==> src/rtl/div_pkg.sv <==
// Shared definitions for the iterative restoring divider.
package div_pkg;

    localparam int unsigned DEFAULT_WIDTH = 32;

    // Fill bit replicated across the quotient on divide by zero (all ones).
    localparam bit DBZ_QUOTIENT_FILL = 1'b1;

    typedef enum logic [1:0] {
        IDLE,
        CALC,
        FIXUP,
        FINISH
    } state_t;

endpackage

==> src/rtl/seq_divider_if.sv <==
// Start/done handshake and operand/result bus shared with the multiplier.
interface seq_divider_if
    import div_pkg::*;
#(
    parameter int unsigned WIDTH = DEFAULT_WIDTH
) ();

    logic             start;
    logic             op_signed;
    logic [WIDTH-1:0] dividend;
    logic [WIDTH-1:0] divisor;
    logic [WIDTH-1:0] quotient;
    logic [WIDTH-1:0] remainder;
    logic             busy;
    logic             done;
    logic             div_by_zero;

    modport master (
        output start, op_signed, dividend, divisor,
        input  quotient, remainder, busy, done, div_by_zero
    );

    modport slave (
        input  start, op_signed, dividend, divisor,
        output quotient, remainder, busy, done, div_by_zero
    );

endinterface

==> src/rtl/seq_divider_cond_negate.sv <==
// Two's-complement negation when neg is set, pass-through otherwise.
module cond_negate #(
    parameter int unsigned WIDTH = 32
) (
    input  logic [WIDTH-1:0] in,
    input  logic             neg,
    output logic [WIDTH-1:0] out
);

    always_comb begin
        out = in;
        if (neg) begin
            out = '0 - in;
        end
    end

endmodule

==> src/rtl/seq_divider.sv <==
// Iterative signed/unsigned divider: restoring division on magnitudes,
// one quotient bit per cycle, then a sign-correction cycle.
module seq_divider
    import div_pkg::*;
#(
    parameter int unsigned WIDTH = DEFAULT_WIDTH
) (
    input  logic          clk,
    input  logic          rst,
    seq_divider_if.slave  bus
);

    localparam int unsigned CW = $clog2(WIDTH + 1);

    state_t           state, state_nx;
    logic             accept;
    logic [CW-1:0]    cnt;
    logic [WIDTH-1:0] a_reg, b_mag, p;
    logic             q_neg, r_neg, dz;
    logic [WIDTH-1:0] quotient_r, remainder_r;
    logic             busy_r, done_r, dbz_r;

    logic             sgn_a, sgn_b, divisor_zero;
    logic [WIDTH-1:0] neg_a_in, neg_a_out, mag_b, neg_q;
    logic             neg_a_en;
    logic [WIDTH:0]   shifted;
    logic             ge;

    assign sgn_a        = bus.op_signed & bus.dividend[WIDTH-1];
    assign sgn_b        = bus.op_signed & bus.divisor[WIDTH-1];
    assign divisor_zero = (bus.divisor == '0);

    // One negator serves the dividend magnitude in IDLE and the remainder fixup later.
    assign neg_a_in = (state == IDLE) ? bus.dividend : p;
    assign neg_a_en = (state == IDLE) ? sgn_a : r_neg;

    cond_negate #(.WIDTH(WIDTH)) u_neg_a (.in(neg_a_in), .neg(neg_a_en), .out(neg_a_out));
    cond_negate #(.WIDTH(WIDTH)) u_neg_b (.in(bus.divisor), .neg(sgn_b), .out(mag_b));
    cond_negate #(.WIDTH(WIDTH)) u_neg_q (.in(a_reg), .neg(q_neg), .out(neg_q));

    // P stays below b_mag, so its top bit only exists in the shifted value.
    assign shifted = {p, a_reg[WIDTH-1]};
    assign ge      = shifted >= {1'b0, b_mag};

    always_comb begin
        state_nx = state;
        accept   = 1'b0;
        case (state)
            IDLE: begin
                if (bus.start) begin
                    accept   = 1'b1;
                    state_nx = divisor_zero ? FINISH : CALC;
                end
            end
            CALC:    if (cnt == CW'(1)) state_nx = FIXUP;
            FIXUP:   state_nx = FINISH;
            FINISH:  state_nx = IDLE;
            default: state_nx = IDLE;
        endcase
    end

    always_ff @(posedge clk or posedge rst) begin
        if (rst) begin
            state <= IDLE;
        end else begin
            state <= state_nx;
        end
    end

    always_ff @(posedge clk or posedge rst) begin
        if (rst) begin
            cnt         <= '0;
            a_reg       <= '0;
            b_mag       <= '0;
            p           <= '0;
            q_neg       <= 1'b0;
            r_neg       <= 1'b0;
            dz          <= 1'b0;
            quotient_r  <= '0;
            remainder_r <= '0;
            busy_r      <= 1'b0;
            done_r      <= 1'b0;
            dbz_r       <= 1'b0;
        end else begin
            done_r <= (state == FINISH);
            if (accept) begin
                // Divide by zero keeps the raw dividend so it can be returned unchanged.
                a_reg  <= divisor_zero ? bus.dividend : neg_a_out;
                b_mag  <= mag_b;
                p      <= '0;
                cnt    <= CW'(WIDTH);
                q_neg  <= sgn_a ^ sgn_b;
                r_neg  <= sgn_a;
                dz     <= divisor_zero;
                busy_r <= 1'b1;
            end
            case (state)
                CALC: begin
                    p     <= ge ? (shifted[WIDTH-1:0] - b_mag) : shifted[WIDTH-1:0];
                    a_reg <= {a_reg[WIDTH-2:0], ge};
                    cnt   <= cnt - CW'(1);
                end
                FIXUP: begin
                    quotient_r  <= neg_q;
                    remainder_r <= neg_a_out;
                    dbz_r       <= 1'b0;
                end
                FINISH: begin
                    busy_r <= 1'b0;
                    if (dz) begin
                        quotient_r  <= {WIDTH{DBZ_QUOTIENT_FILL}};
                        remainder_r <= a_reg;
                        dbz_r       <= 1'b1;
                    end
                end
                default: ;
            endcase
        end
    end

    assign bus.quotient    = quotient_r;
    assign bus.remainder   = remainder_r;
    assign bus.busy        = busy_r;
    assign bus.done        = done_r;
    assign bus.div_by_zero = dbz_r;

endmodule

==> src/flat_wrapper.sv <==
// flat-port wrapper written by rule: the top's interface ports become plain ports
module seq_divider_flat import div_pkg::*;
#(
    parameter int unsigned WIDTH = DEFAULT_WIDTH
)
  (clk, rst, bus_start, bus_op_signed, bus_dividend, bus_divisor, bus_quotient, bus_remainder, bus_busy, bus_done, bus_div_by_zero);
  seq_divider_if #(.WIDTH(WIDTH)) bus_i ();
  input  logic clk;
  input  logic rst;
  input wire logic [$bits(bus_i.start)-1:0] bus_start;
  input wire logic [$bits(bus_i.op_signed)-1:0] bus_op_signed;
  input wire logic [$bits(bus_i.dividend)-1:0] bus_dividend;
  input wire logic [$bits(bus_i.divisor)-1:0] bus_divisor;
  output wire logic [$bits(bus_i.quotient)-1:0] bus_quotient;
  output wire logic [$bits(bus_i.remainder)-1:0] bus_remainder;
  output wire logic [$bits(bus_i.busy)-1:0] bus_busy;
  output wire logic [$bits(bus_i.done)-1:0] bus_done;
  output wire logic [$bits(bus_i.div_by_zero)-1:0] bus_div_by_zero;
  assign bus_i.start = bus_start;
  assign bus_i.op_signed = bus_op_signed;
  assign bus_i.dividend = bus_dividend;
  assign bus_i.divisor = bus_divisor;
  assign bus_quotient = bus_i.quotient;
  assign bus_remainder = bus_i.remainder;
  assign bus_busy = bus_i.busy;
  assign bus_done = bus_i.done;
  assign bus_div_by_zero = bus_i.div_by_zero;
  seq_divider #(.WIDTH(WIDTH)) u_core (.clk(clk), .rst(rst), .bus(bus_i));
endmodule
==> config.mk <==
export PLATFORM = sky130hd
export DESIGN_NAME = seq_divider_flat
export DESIGN_NICKNAME = d
export VERILOG_FILES = /design/src/rtl/div_pkg.sv /design/src/rtl/seq_divider_if.sv /design/src/rtl/seq_divider_cond_negate.sv /design/src/rtl/seq_divider.sv /design/src/flat_wrapper.sv
export SDC_FILE = /design/constraint.sdc
export NUM_CORES = 1
export LEC_CHECK = 0
export CAP_MARGIN = 20
export CORE_MARGIN = 4
export CORE_UTILIZATION = 51
export DETAILED_ROUTE_END_ITERATION = 10
export PLACE_DENSITY = 0.79
export SLEW_MARGIN = 5
export SYNTH_ARGS = -nofsm -noshare
export SYNTH_HDL_FRONTEND = slang
export SYNTH_SLANG_ARGS = --single-unit
==> constraint.sdc <==
create_clock -name clk -period 7.25 [get_ports clk]
set_clock_uncertainty 0.2 [all_clocks]
set_input_delay 1.45 -clock clk [delete_from_list [all_inputs] [get_ports clk]]
set_output_delay 1.45 -clock clk [all_outputs]
set_load 0.01 [all_outputs]
==> out/metrics.yaml <==
timing:
  rsz0062_at_grt: "no"
  max_slew_margin: 0.2843
  fin_setup_tns_ns: 0
  tightest_slew_ns: 1.073
  hold_violations: 0
  fin_crit_sh: 0.6745
  layout_min_cycle_time_ns: 4.890
  clock.fmax_ghz: 0.2045
  setup_violations: 0
  final_max_slew_viol_count: 0
cts:
  post_cts_buffers: 0
  cts_resized: 0
  ctsHoldBuffers: 0
  clock_latency_ns: 0.43
  cts_buffers: 17
  cts_tree: "built"
  clock_sinks: 174
  clk_path_buf_depth: 2
  cts_max_level: 4
  clk_pin_slew_worst_paths_ns: 0.07
  root_buffer: "clkbuf_16"
drt:
  wl_per_cell_um: 17.36
  wl_um: 32060
  initialDrtViolationCount: 890
  postRouteAntennaNets: 0
  vias_per_cell: 5.966
  num_vias: 11010
  drcViolationCount: 0
  drt_pass1_iterations: 7
die:
  die_height_um: 160.6
  initial_utilization: 0.5217
  fp.dieArea_mm2: 0.02581
  fp-row-count: 55
  io_pins: 135
  coreArea_mm2: 0.02278
  die_w_um: 160.6
synthesis:
  synthesis.nets: 1554
  synthXorXnorAreaFrac: 0.08992
  synthTopCellsByArea: "dfrtp_1 37%, o21ai_0 6.9%, a21oi_1 6.8%"
  synth-edff-count: 0
  synth_top_family_by_area: "compound AO/OA/AOI/OAI gates"
  ys.flop_type: "dfrtp_1"
  synth_compound_area_frac: 0.2355
  syn-cell-area_mm2: 0.01188
  syn_inst: 1444
  synth_mux_area_frac: 0.03833
  syn_avg_cell_area_um2: 8.229
  seq_area_frac_synth: 0.3664
  yosys_warnings: 0
  synthDistinctLibCells: 59
  ys_ff_latch: 174
  synth_top_area_share: 0.3664
  yosys.area_share.simple: 0.1782
  synth.largest_area_cell: "dfrtp_1"
  synth-adder-area-share: 0.04486
  async_flop_share: 1.000
power_and_ir_drop:
  p_int_mw: 3.681
  max-vdd-ir-drop_v: 0.0002103
  combPwrFrac: 0.603
  p_sw_frac: 0.4735
  total_power_mw: 6.991
  power_leakage_nw: 5.781
  clkPwrFrac: 0.126
  p_per_area_mw_per_mm2: 500.0
  p_sw_mw: 3.310
  seqPwrFrac: 0.271
finish:
  instances_no_fill: 1846
  antenna_cells: 0
  syn2layout_area_growth_pct: 17.66
  final_area_mm2: 0.01398
  fillCellCount: 2002
  finalNetCount: 1630
  multi_input_area_mm2: 0.007013
  final_layout_size_suffix_gt1_frac: 0.05479
  final-seq-area_mm2: 0.004354
setup_path:
  path_class: "in -> reg"
  cp-end-kind: "register"
  cp_max_fo: 22
  cp-start-kind: "input port"
  cp.required_ns: 7.40
  cp.arrival_ns: 5.04
place:
  globalplace.congestion: 0.9605
  port_buffers: 134
  dp_cells: 1814
  dpl-instance-area_mm2: 0.01342
  hpwlAfterDp_um: 23960
global_route:
  grt_usage: 0.2454
  grt_pass1_wl_um: 52500
  grt_max_degree: 63
  overflow: 0
  antenna_found_initial: 0
  grt_pass1_vias: 10320
worst_hold_path:
  hold_path.class: "reg -> reg"
status:
  outcome: "completed"
flow_run:
  cap_violations: 0
[area by class of cell]
| cell class | count | area share |
|---|---|---|
| Sequential cell | 174 | 0.3114 |
| Clock inverter | 14 | 0.008949 |
| Inverter | 53 | 0.01459 |
| Clock buffer | 18 | 0.03141 |
| Tap cell | 313 | 0.02801 |
| Multi-Input combinational cell | 1125 | 0.5016 |
| Timing Repair Buffer | 149 | 0.1040 |
[final timing paths]
| check | from | end | slack, ns | cells past startpoint |
|---|---|---|---|---|
| max in group asynchronous | rst | u_core.b_mag[9]$_DFFE_PP0P_ | 4.47 | 3 |
| worst max-delay path | bus_divisor[6] | u_core.a_reg[6]$_DFFE_PP0P_ | 2.36 | 10 |
| worst min register to register | u_core.b_mag[15]$_DFFE_PP0P_ | u_core.b_mag[15]$_DFFE_PP0P_ | 0.28 | 2 |
| worst max register to register | u_core.state[1]$_DFFE_PP0P_ | u_core.a_reg[29]$_DFFE_PP0P_ | 2.74 | 11 |
| worst min-delay path | u_core.b_mag[15]$_DFFE_PP0P_ | u_core.b_mag[15]$_DFFE_PP0P_ | 0.28 | 2 |
| min in group asynchronous | rst | u_core.bus.quotient[2]$_DFFE_PP0P_ | 1.22 | 2 |
[cells by family after synthesis]
| group | Yosys count |
|---|---|
| buffers and inverters | 145 |
| DFF | 174 |
| AOI/OAI and AO/OA | 476 |
| adders and majority gates | 42 |
| muxes | 44 |
| and+or+nand+nor | 441 |
| xor gates and xnor gates | 122 |
[power groups by stage]
stage / clock [mW] / combinational, mW / sequential (mW)
final: 0.883 / 4.21 / 1.89
after global routing: 0.937 / 4.72 / 1.95
after CTS: 0.892 / 4.20 / 1.88
after detailed placement: 0 / 4.18 / 1.90
after global placement: 0 / 4.09 / 1.88
after floorplan: 0 / 3.03 / 1.80
[per-layer routing]
layer / part of all wire / global-route usage
met1: 0.45 / 0.3471
met2: 0.46 / 0.3939
met3: 0.063 / 0.03336
met4: 0.024 / 0.07548
met5: 0 / 0
[cells in the mapped netlist (21+ instances only)]
library cell and n:
dfrtp_1 174, nand3_1 39, nor3_1 32, a21oi_1 162, clkbuf_1 73, nor2_1 112
nand2_1 140, ha_1 41, mux2i_1 32, o21ai_0 164, xor2_1 74, inv_1 53
xnor2_1 48, nand2b_1 21
[stage by stage]
step	worst slack [ns]	utilization	hold slack (ns)
4_1_cts	2.417	0.6138	0.2821
3_3_place_gp	2.088	0.5890	0.2613
3_5_place_dp	1.970	0.5890	0.2719
5_1_grt	2.067	0.6138	0.3095
6_report	2.360	0.6138	0.2793
2_1_floorplan	0.8832	-	0.2456
[cells in the final DEF, fill, tap and decap left out, drive strengths merged, types with 32 or more instances in the layout]
cell           count
nor3              32
a21oi            162
inv               60
xnor2             48
nand2            140
o21ai            167
dfrtp            174
nand3             39
ha                41
mux2i             32
nor2             112
clkdlybuf4s50    134
xor2              74
[critical path, stage by stage]
cell and delay [ns]:
clkdlybuf4s50_1 0.49, or4_1 0.58, nor3_1 0.43, nand4b_1 0.29, nor4_4 0.91, buf_4 0.39, nand2_1 0.09, o211ai_1 0.10
o21ai_0 0.11, o21ai_0 0.18
No activity file was read; power rests on OpenSTA's default activity.
